**config.mk**
```make
export PLATFORM = sky130hd
export DESIGN_NAME = avmm_csr_responder_flat
export DESIGN_NICKNAME = d
export VERILOG_FILES = /design/src/rtl/avmm_csr_pkg.sv /design/src/rtl/avmm_csr_responder_if.sv /design/src/rtl/avmm_csr_ready_timer.sv /design/src/rtl/avmm_csr_responder.sv /design/src/flat_wrapper.sv
export SDC_FILE = /design/constraint.sdc
export NUM_CORES = 1
export LEC_CHECK = 0
export CAP_MARGIN = 10
export CORE_MARGIN = 4
export CORE_UTILIZATION = 55
export CTS_CLUSTER_SIZE = 8
export DETAILED_ROUTE_END_ITERATION = 7
export GPL_ROUTABILITY_DRIVEN = 0
export GPL_TIMING_DRIVEN = 1
export PLACE_DENSITY = 0.78
export SLEW_MARGIN = 10
export SYNTH_ARGS = -nofsm -noshare
export SYNTH_HDL_FRONTEND = slang
export SYNTH_SLANG_ARGS = --single-unit
```
**constraint.sdc**
```tcl
create_clock -name clock -period 11.7 [get_ports clock]
set_clock_uncertainty 0.15 [all_clocks]
set_input_delay 2.34 -clock clock [delete_from_list [all_inputs] [get_ports clock]]
set_output_delay 2.34 -clock clock [all_outputs]
set_load 0.1 [all_outputs]
```
**src/rtl/avmm_csr_pkg.sv**
```systemverilog
// Shared definitions for the Avalon-MM CSR responder: register addresses,
// bus widths, FSM state encoding and the out-of-range read pattern.
package avmm_csr_pkg;

    localparam int CSR_ADDR_W = 8;
    localparam int CSR_DATA_W = 32;

    localparam logic [CSR_ADDR_W-1:0] CSR_CONTROL_ADDR = 8'h00;
    localparam logic [CSR_ADDR_W-1:0] CSR_STATUS_ADDR  = 8'h01;

    localparam logic [CSR_DATA_W-1:0] CSR_ERR_DATA = 32'hDEADBEEF;

    typedef enum logic [1:0] {
        IDLE,
        STALL,
        ACCEPT,
        RD_PEND
    } csr_state_e;

    // True when the word address falls inside the implemented register bank.
    function automatic logic csr_addr_ok(input logic [CSR_ADDR_W-1:0] addr,
                                         input int num_regs);
        return {1'b0, addr} < 9'(num_regs);
    endfunction

endpackage

```
**src/rtl/avmm_csr_responder_if.sv**
```systemverilog
// Avalon-MM command/response signals between the sequencer (master) and
// the CSR responder (slave).
interface avmm_csr_responder_if;
    import avmm_csr_pkg::*;

    logic [CSR_ADDR_W-1:0] address;
    logic                  read;
    logic                  write;
    logic [CSR_DATA_W-1:0] writedata;
    logic [CSR_DATA_W-1:0] readdata;
    logic                  readdatavalid;
    logic                  waitrequest;

    modport master (
        output address, read, write, writedata,
        input  readdata, readdatavalid, waitrequest
    );

    modport slave (
        input  address, read, write, writedata,
        output readdata, readdatavalid, waitrequest
    );

endinterface

```
**src/rtl/avmm_csr_ready_timer.sv**
```systemverilog
// Delayed ready flag: arming loads READY_DELAY into a saturating down-counter,
// ready reads 1 once the counter sits at zero while armed.
module avmm_csr_ready_timer #(
    parameter int READY_DELAY = 16
) (
    input  logic clock,
    input  logic reset,
    input  logic arm,
    input  logic clear,
    output logic ready
);

    localparam logic [15:0] DELAY_LOAD = 16'(READY_DELAY);

    logic        armed;
    logic [15:0] cnt;

    // Clear has priority; arming only happens on a CONTROL[0] 0->1 commit.
    always_ff @(posedge clock or posedge reset) begin
        if (reset) begin
            armed <= 1'b0;
            cnt   <= '0;
        end else if (clear) begin
            armed <= 1'b0;
            cnt   <= '0;
        end else if (arm) begin
            armed <= 1'b1;
            cnt   <= DELAY_LOAD;
        end else if (armed && cnt != 16'd0) begin
            cnt <= cnt - 16'd1;
        end
    end

    assign ready = armed && (cnt == 16'd0);

endmodule

```
**src/rtl/avmm_csr_responder.sv**
```systemverilog
// Avalon-MM CSR responder: CONTROL/STATUS/scratch register bank with
// configurable wait states and read latency, one transaction at a time.
// Optional error reporting is enabled by defining AVMM_CSR_RESPONDER_ERR_EN.
module avmm_csr_responder
    import avmm_csr_pkg::*;
#(
    parameter int NUM_REGS     = 8,
    parameter int WAIT_STATES  = 1,
    parameter int READ_LATENCY = 2,
    parameter int READY_DELAY  = 16
) (
    input  logic                  clock,
    input  logic                  reset,
    avmm_csr_responder_if.slave   avmm,
    input  logic [CSR_DATA_W-1:0] status_in,
    output logic [CSR_DATA_W-1:0] ctrl_out,
    output logic                  err
);

    localparam logic [3:0] STALL_LOAD = (WAIT_STATES > 0) ? 4'(WAIT_STATES - 1) : 4'd0;
    localparam logic [3:0] LAT_LOAD   = 4'(READ_LATENCY - 1);

    csr_state_e            state, next_state;
    logic [3:0]            stall_cnt, lat_cnt;
    logic [CSR_DATA_W-1:0] regs [NUM_REGS];
    logic [CSR_DATA_W-1:0] rd_word, readdata_q;
    logic                  waitrequest_q;
    logic                  cmd, addr_ok, do_write, do_read;
    logic                  ready, ready_arm, ready_clear;
    logic                  unused_status_bit;

    assign cmd      = avmm.read | avmm.write;
    assign addr_ok  = csr_addr_ok(avmm.address, NUM_REGS);
    assign do_write = (state == ACCEPT) && avmm.write;
    assign do_read  = (state == ACCEPT) && avmm.read && !avmm.write;

    // STATUS[0] is sourced from the ready timer, not the external input.
    assign unused_status_bit = status_in[0];

    // Next-state decode; a command dropped during STALL abandons the access.
    always_comb begin
        next_state = state;
        case (state)
            IDLE: begin
                if (cmd) next_state = (WAIT_STATES == 0) ? ACCEPT : STALL;
            end
            STALL: begin
                if (!cmd)                   next_state = IDLE;
                else if (stall_cnt == 4'd0) next_state = ACCEPT;
            end
            ACCEPT: begin
                next_state = do_read ? RD_PEND : IDLE;
            end
            RD_PEND: begin
                if (lat_cnt == 4'd0) next_state = IDLE;
            end
            default: next_state = IDLE;
        endcase
    end

    // State register.
    always_ff @(posedge clock or posedge reset) begin
        if (reset) state <= IDLE;
        else       state <= next_state;
    end

    // Wait-state and read-latency down-counters, saturating at zero.
    always_ff @(posedge clock or posedge reset) begin
        if (reset) begin
            stall_cnt <= '0;
            lat_cnt   <= '0;
        end else begin
            if (state == IDLE && cmd)                        stall_cnt <= STALL_LOAD;
            else if (state == STALL && stall_cnt != 4'd0)    stall_cnt <= stall_cnt - 4'd1;
            if (do_read)                                     lat_cnt <= LAT_LOAD;
            else if (state == RD_PEND && lat_cnt != 4'd0)    lat_cnt <= lat_cnt - 4'd1;
        end
    end

    // Registered waitrequest, low only for the accept cycle.
    always_ff @(posedge clock or posedge reset) begin
        if (reset) waitrequest_q <= 1'b1;
        else       waitrequest_q <= (next_state != ACCEPT);
    end

    // Register bank writes; STATUS and out-of-range addresses are not writable.
    always_ff @(posedge clock or posedge reset) begin
        if (reset) begin
            for (int i = 0; i < NUM_REGS; i++) regs[i] <= '0;
        end else if (do_write) begin
            for (int i = 0; i < NUM_REGS; i++) begin
                if (i != int'(CSR_STATUS_ADDR) && avmm.address == 8'(i))
                    regs[i] <= avmm.writedata;
            end
        end
    end

    // Read mux, STATUS combines the sampled external bits with ready.
    always_comb begin
`ifdef AVMM_CSR_RESPONDER_ERR_EN
        rd_word = CSR_ERR_DATA;
`else
        rd_word = '0;
`endif
        for (int i = 0; i < NUM_REGS; i++) begin
            if (avmm.address == 8'(i)) rd_word = regs[i];
        end
        if (avmm.address == CSR_STATUS_ADDR) rd_word = {status_in[31:1], ready};
    end

    // Read data is captured in the accept cycle and held for the response.
    always_ff @(posedge clock or posedge reset) begin
        if (reset)        readdata_q <= '0;
        else if (do_read) readdata_q <= rd_word;
    end

    assign ready_arm   = do_write && avmm.address == CSR_CONTROL_ADDR &&
                         avmm.writedata[0] && !regs[0][0];
    assign ready_clear = do_write && avmm.address == CSR_CONTROL_ADDR &&
                         !avmm.writedata[0];

    avmm_csr_ready_timer #(
        .READY_DELAY (READY_DELAY)
    ) u_ready_timer (
        .clock (clock),
        .reset (reset),
        .arm   (ready_arm),
        .clear (ready_clear),
        .ready (ready)
    );

`ifdef AVMM_CSR_RESPONDER_ERR_EN
    logic err_q, err_set, err_clear;

    assign err_set   = (state == ACCEPT) &&
                       ((avmm.read && avmm.write) || (cmd && !addr_ok));
    assign err_clear = do_write && avmm.address == 8'(NUM_REGS - 1);

    // Sticky error flag; a new error in the same cycle beats the clear.
    always_ff @(posedge clock or posedge reset) begin
        if (reset)          err_q <= 1'b0;
        else if (err_set)   err_q <= 1'b1;
        else if (err_clear) err_q <= 1'b0;
    end

    assign err = err_q;
`else
    logic unused_addr_ok;
    assign unused_addr_ok = addr_ok;
    assign err = 1'b0;
`endif

    assign ctrl_out           = regs[0];
    assign avmm.readdata      = readdata_q;
    assign avmm.readdatavalid = (state == RD_PEND) && (lat_cnt == 4'd0);
    assign avmm.waitrequest   = waitrequest_q;

endmodule

```
**src/flat_wrapper.sv**
```systemverilog
// flat-port wrapper written by rule: the top's interface ports become plain ports
module avmm_csr_responder_flat import avmm_csr_pkg::*;
#(
    parameter int NUM_REGS     = 8,
    parameter int WAIT_STATES  = 1,
    parameter int READ_LATENCY = 2,
    parameter int READY_DELAY  = 16
)
  (clock, reset, status_in, ctrl_out, err, avmm_address, avmm_read, avmm_write, avmm_writedata, avmm_readdata, avmm_readdatavalid, avmm_waitrequest);
  avmm_csr_responder_if avmm_i ();
  input  logic clock;
  input  logic reset;
  input  logic [CSR_DATA_W-1:0] status_in;
  output logic [CSR_DATA_W-1:0] ctrl_out;
  output logic err;
  input wire logic [$bits(avmm_i.address)-1:0] avmm_address;
  input wire logic [$bits(avmm_i.read)-1:0] avmm_read;
  input wire logic [$bits(avmm_i.write)-1:0] avmm_write;
  input wire logic [$bits(avmm_i.writedata)-1:0] avmm_writedata;
  output wire logic [$bits(avmm_i.readdata)-1:0] avmm_readdata;
  output wire logic [$bits(avmm_i.readdatavalid)-1:0] avmm_readdatavalid;
  output wire logic [$bits(avmm_i.waitrequest)-1:0] avmm_waitrequest;
  assign avmm_i.address = avmm_address;
  assign avmm_i.read = avmm_read;
  assign avmm_i.write = avmm_write;
  assign avmm_i.writedata = avmm_writedata;
  assign avmm_readdata = avmm_i.readdata;
  assign avmm_readdatavalid = avmm_i.readdatavalid;
  assign avmm_waitrequest = avmm_i.waitrequest;
  avmm_csr_responder #(.NUM_REGS(NUM_REGS), .WAIT_STATES(WAIT_STATES), .READ_LATENCY(READ_LATENCY), .READY_DELAY(READY_DELAY)) u_core (.clock(clock), .reset(reset), .avmm(avmm_i), .status_in(status_in), .ctrl_out(ctrl_out), .err(err));
endmodule
```
==> flow_metrics.env, run 1 <==
export IMPL_drt_iter0_markers=660
export IMPL_setup_tns_ps=0
export IMPL_synth_area_um2=13270
export IMPL_swShare=0.2475
export IMPL_viasPerCell=6.106
export IMPL_hold_path_cell_count=1
export IMPL_powerDensity_nw_per_um2=150.7
export IMPL_cp_required_ps=9210
export IMPL_status="completed"
export IMPL_grt_max_degree=146
export IMPL_maxCapViolations=0
export IMPL_r2r_cells=7
export IMPL_cts_setup_buffers=0
export IMPL_ctsHoldBuffers=0
export IMPL_cts_resized=0
export IMPL_synth_edf_count=0
export IMPL_nets=1248
export IMPL_htree_levels=2
export IMPL_utilization=0.6683
export IMPL_ys_seq_elements=284
export IMPL_fmax_ghz=0.1863
export IMPL_p_switching_w=0.0005887
export IMPL_p_seq_frac=0.442
export IMPL_seq_area_frac_synth=0.5355
export IMPL_core_um2=23610
export IMPL_numPortBuffers=140
export IMPL_reg2reg_setup_slack_ps=8640
export IMPL_area_delta_synth_final_pct=18.89
export IMPL_cts_sinks=284
export IMPL_comb_power_share=0.111
export IMPL_r2r_end="u_core.avmm.readdata[21]$_DFFE_PP0N_"
export IMPL_num_rows=56
export IMPL_ant_nets=0
export IMPL_ys_warn_count=32
export IMPL_end_kind="output port"
export IMPL_synthTopCellsByCount="283 x dfrtp_1, 281 x mux2_2, 58 x nor2_1"
export IMPL_cp_max_fo=3
export IMPL_drt_wirelength_per_cell_um=21.32
export IMPL_grt_pass1_vias=9653
export IMPL_clock_latency_ps=510
export IMPL_synth_avg_cell_area_um2=12.31
export IMPL_layout_drive_gt1_share=0.3093
export IMPL_synth_main_ff_cell="dfrtp_1"
export IMPL_netlist_instances=1078
export IMPL_tightest_slew_ps=1159
export IMPL_fin_crit_ps=5369
export IMPL_grt_overflow_total=0
export IMPL_leakage_nw=7.512
export IMPL_ff_latch_area_um2=7108
export IMPL_die_h_um=163.3
export IMPL_setup_ws_ps=6331
export IMPL_p_int_w=0.001790
export IMPL_clkTransAtPathRegs_ps=50
export IMPL_clock_path_buffers=3
export IMPL_multi_input_area_um2=5593
export IMPL_dr_pass1_iters=5
export IMPL_wirelength_um=31900
export IMPL_dieArea_um2=26680
export IMPL_relSlewSlack=0.2256
export IMPL_yosys_area_top_type="dfrtp_1"
export IMPL_groute_usage_overall=0.2396
export IMPL_async_flop_share=1.000
export IMPL_dp_hpwl_um=18020
export IMPL_total_power_w=0.002378
export IMPL_critPathLaunchType="flop"
export IMPL_regToRegStartpoint="u_core.state[0]$_DFF_PP0_"
export IMPL_min_delay_path_class="flop to flop"
export IMPL_whs_endpoint="u_core.regs[32]$_DFFE_PP0P_"
export IMPL_timing_hold_ws_ps=336.6
export IMPL_crit_type="flop to output port"
export IMPL_finalHoldViolations=0
export IMPL_ys_top_cells_by_area="dfrtp_1 53%, mux2_2 24%, a221oi_1 2.0%"
export IMPL_yosysMostFrequentCell="dfrtp_1"
export IMPL_place_ws_ps=5982
export IMPL_synth_net_count=1158
export IMPL_yosysTopAreaCellShare=0.5336
export IMPL_cts_made_buffers=41
export IMPL_num_vias=9135
export IMPL_cts_tree="yes"
export IMPL_n_antenna_cell=0
export IMPL_nFillCells=1710
export IMPL_cts_root_buf="clkbuf_16"
export IMPL_grt_pass1_wl_um=51330
export IMPL_drc=0
export IMPL_cp_arrival_ps=2880
export IMPL_worst_hold_startpoint="u_core.regs[32]$_DFFE_PP0P_"
export IMPL_ys_types=57
export IMPL_peakVddDrop_mv=0.1004
export IMPL_maxSlewViolCount=0
export IMPL_timing_final_crit_share=0.4589
export IMPL_start_util=0.5621
export IMPL_grt_antenna_before_repair=0
export IMPL_report_final_setup_viol=0
export IMPL_clkPwrFrac=0.447
export IMPL_rsz0062_at_grt="no"
export IMPL_pin_count=143
export IMPL_chipWidth_um=163.3
## cell type report
cell class | instances | area share
sequential | 284 | 0.4504
multi-input combinational | 678 | 0.3544
timing repair buffer | 155 | 0.09515
clock buffer | 50 | 0.06985
tap | 319 | 0.02529
clock inverter | 2 | 0.002458
inverter | 8 | 0.002379
## layout by cell type, fill, tap and decap left out, drive strengths merged, types with 2 or more instances in the layout
cell	netlist	routed
or4	3	3
xor2	9	9
clkdlybuf4s50	0	137
o22ai	33	33
nand3b	2	2
clkbuf	42	50
nand2	43	43
dfrtp	283	283
mux2	286	286
a221oi	31	31
and2	4	4
nand4b	4	4
or3	2	2
xnor2	5	5
nor4b	2	2
ha	4	4
nand4	4	4
nor3b	3	3
nor3	11	11
nand2b	3	3
a21oi	38	38
buf	66	18
a22oi	32	32
nand3	37	37
nor2	60	60
and3	2	2
nor4	5	5
a211oi	2	2
mux2i	3	3
o21ai	35	35
inv	8	9
## metal layers
layer,track usage,vias up,share of wire
li1,-,4089,-
met1,0.3248,4717,0.43
met2,0.3985,267,0.49
met3,0.04189,62,0.052
met4,0.07396,0,0.023
met5,0,-,0
## worst max-delay path, stage by stage (launching register included)
cell and delay, ps:
dfrtp_1 400, inv_1 90, ha_1 140, or3b_2 460, nor2_1 130, clkdlybuf4s50_1 1140
## power by group through the flow
stage / logic, W / registers, W / clock network [W]
after global placement: 0.000260 / 0.00106 / 0
after floorplan: 0.000150 / 0.00109 / 0
after detailed placement: 0.000266 / 0.00106 / 0
after CTS: 0.000267 / 0.00105 / 0.00108
after global routing: 0.000290 / 0.00105 / 0.00113
final: 0.000264 / 0.00105 / 0.00106
## stage by stage
stage,std cells,area (um2)
after global placement,1444,14640
after CTS,1496,15780
final,1496,15780
after floorplan,1078,13270
after global routing,1496,15780
after detailed placement,1444,14640
## worst max-delay path by stage
stage / from / end / slack (ps) / cells after the start
after floorplan: reset / u_core.avmm.readdata[0]$_DFFE_PP0N_ / 1380 / 1
final: u_core.lat_cnt[0]$_DFFE_PP0P_ / avmm_readdatavalid / 6330 / 5
after detailed placement: avmm_address[2] / u_core.regs[45]$_DFFE_PP0P_ / 5980 / 6
after CTS: u_core.lat_cnt[0]$_DFFE_PP0P_ / avmm_readdatavalid / 6310 / 5
after global placement: avmm_address[2] / u_core.regs[46]$_DFFE_PP0P_ / 6000 / 6
after global routing: u_core.lat_cnt[0]$_DFFE_PP0P_ / avmm_readdatavalid / 6220 / 5
## sequential cells by signal, indices dropped and copies added, names as in the netlist
register                    flops
u_core.u_ready_timer.cnt       16
u_core.lat_cnt                  4
u_core.avmm.waitrequest         1
u_core.stall_cnt                4
u_core.ctrl_out                32
u_core.u_ready_timer.armed      1
u_core.avmm.readdata           32
u_core.state                    2
u_core.regs                   192
## kinds of logic after synthesis
kind of cell             synth area share
AO/OA/AOI/OAI                     0.08890
XOR/XNOR                         0.009238
adder cells (fa/ha/maj)          0.003771
buffers and inverters             0.04591
flip-flops                         0.5355
multiplexers                       0.2449
other                           0.0002825
AND/OR/NAND/NOR                   0.07145
Note: power is estimated with default switching activity, not from simulation.
==> run 2, diff against run 1 <==
clock period = 5.6 ns   (was 11.7 ns; I/O delays follow)
==> flow_metrics.env, run 2 (synthesized netlist as in run 1, its figures left out) <==
export IMPL_cp_arrival_ps=2900
export IMPL_whs_endpoint="u_core.regs[32]$_DFFE_PP0P_"
export IMPL_cts_resized=0
export IMPL_die_h_um=163.3
export IMPL_pin_count=143
export IMPL_maxCapViolations=0
export IMPL_grt_pass1_wl_um=51490
export IMPL_ant_nets=0
export IMPL_start_util=0.5621
export IMPL_nFillCells=1784
export IMPL_status="completed"
export IMPL_r2r_end="u_core.u_ready_timer.cnt[4]$_DFFE_PP0P_"
export IMPL_r2r_cells=5
export IMPL_cp_max_fo=3
export IMPL_num_rows=56
export IMPL_powerDensity_nw_per_um2=313.3
export IMPL_swShare=0.2509
export IMPL_cts_made_buffers=41
export IMPL_place_ws_ps=1417
export IMPL_comb_power_share=0.113
export IMPL_numPortBuffers=140
export IMPL_grt_max_degree=159
export IMPL_largest_reg_flops=192
export IMPL_min_delay_path_class="flop to flop"
export IMPL_grt_antenna_before_repair=0
export IMPL_end_kind="output port"
export IMPL_dr_pass1_iters=5
export IMPL_utilization=0.6697
export IMPL_critPathLaunchType="flop"
export IMPL_total_power_w=0.004953
export IMPL_chipWidth_um=163.3
export IMPL_cts_root_buf="clkbuf_16"
export IMPL_drc=0
export IMPL_grt_pass1_vias=9568
export IMPL_layout_drive_gt1_share=0.3124
export IMPL_rsz0062_at_grt="no"
export IMPL_placed_cell_area_um2=14690
export IMPL_finalHoldViolations=0
export IMPL_clock_latency_ps=520
export IMPL_timing_final_crit_share=0.7442
export IMPL_cts_sinks=284
export IMPL_p_int_w=0.003710
export IMPL_final_common_cell="dfrtp_1"
export IMPL_wirelength_um=31810
export IMPL_grt_overflow_total=0
export IMPL_setup_tns_ps=0
export IMPL_num_vias=9162
export IMPL_reg2reg_setup_slack_ps=2610
export IMPL_groute_usage_overall=0.2424
export IMPL_cts_setup_buffers=0
export IMPL_clkTransAtPathRegs_ps=50
export IMPL_regMostFlops="u_core.regs"
export IMPL_maxSlewViolCount=0
export IMPL_fin_crit_ps=4167
export IMPL_regToRegStartpoint="u_core.state[0]$_DFF_PP0_"
export IMPL_drt_wirelength_per_cell_um=21.21
export IMPL_ctsHoldBuffers=0
export IMPL_report_final_setup_viol=0
export IMPL_hold_path_cell_count=1
export IMPL_leakage_nw=7.527
export IMPL_dp_hpwl_um=18910
export IMPL_crit_type="flop to output port"
export IMPL_final_cell_mix="283 x dfrtp_1, 281 x mux2_2, 137 x clkdlybuf4s50_1, 56 x nor2_1"
export IMPL_tightest_slew_ps=1041
export IMPL_area_delta_synth_final_pct=19.14
export IMPL_fmax_ghz=0.2400
export IMPL_p_seq_frac=0.443
export IMPL_p_switching_w=0.001243
export IMPL_clock_path_buffers=3
export IMPL_worst_hold_startpoint="u_core.regs[32]$_DFFE_PP0P_"
export IMPL_nets=1254
export IMPL_core_um2=23610
export IMPL_viasPerCell=6.108
export IMPL_relSlewSlack=0.3044
export IMPL_peakVddDrop_mv=0.2267
export IMPL_dieArea_um2=26680
export IMPL_setup_ws_ps=1433
export IMPL_htree_levels=2
export IMPL_postLayoutCellArea_um2=15810
export IMPL_cts_tree="yes"
export IMPL_n_antenna_cell=0
export IMPL_drt_iter0_markers=594
export IMPL_cp_required_ps=4330
export IMPL_clkPwrFrac=0.445
==> run 2: changes by cell type in the layout (fill, tap and decap cells not counted), sizes merged <==
| cell | before | now |
|---|---|---|
| buf | 18 | 24 |
| clkbuf | 50 | 48 |
| inv | 9 | 7 |
| clkinv | 0 | 1 |
| clkinvlp | 0 | 1 |
==> run 2: worst max path at each step <==
| stage | from | endpoint | cells past startpoint |
|---|---|---|---|
| after floorplan | reset | u_core.avmm.readdata[0]$_DFFE_PP0N_ | 1 |
| after global placement | avmm_address[5] | u_core.u_ready_timer.cnt[4]$_DFFE_PP0P_ | 6 |
| after detailed placement | avmm_address[5] | u_core.u_ready_timer.cnt[4]$_DFFE_PP0P_ | 6 |
| after CTS | u_core.lat_cnt[0]$_DFFE_PP0P_ | avmm_readdatavalid | 5 |
| after global routing | u_core.lat_cnt[0]$_DFFE_PP0P_ | avmm_readdatavalid | 5 |
| final | u_core.lat_cnt[0]$_DFFE_PP0P_ | avmm_readdatavalid | 5 |
==> run 2: power by group through the flow <==
| stage | Combinational (W) | Sequential, W | Clock [W] |
|---|---|---|---|
| global placement | 0.000544 | 0.00222 | 0 |
| global route | 0.000609 | 0.00220 | 0.00234 |
| floorplan | 0.000314 | 0.00228 | 0 |
| detailed placement | 0.000561 | 0.00222 | 0 |
| CTS | 0.000563 | 0.00219 | 0.00224 |
| finish | 0.000558 | 0.00219 | 0.00220 |
==> run 2: per-layer routing <==
layer	vias to the layer above	track usage	share of wire
met5	-	0	0
met4	0	0.06596	0.018
met3	43	0.03634	0.049
met2	238	0.4143	0.50
met1	4780	0.3263	0.43
li1	4101	-	-
==> run 2: area by class of cell <==
cell class              count  area, um2  share of cell area
clock inverters             2      46.29            0.002928
well taps                 319      399.1             0.02524
inverters                   8      33.78            0.002136
repair buffers            161       1559             0.09859
clock buffers              48       1074             0.06789
multi-input cells         678       5593              0.3537
flip-flops and latches    284       7108              0.4495
==> run 2: stage by stage <==
| step | cells | hold WS, ps |
|---|---|---|
| floorplan | 1078 | 304.1 |
| global placement | 1450 | 316.0 |
| detailed placement | 1450 | 324.0 |
| CTS | 1500 | 334.7 |
| global route | 1500 | 351.5 |
| finish | 1500 | 333.8 |
==> run 2: critical path, stage by stage, from the launching register on <==
cell and delay, ps:
dfrtp_1 400, inv_1 100, ha_1 150, or3b_2 460, nor2_1 130, clkdlybuf4s50_1 1150
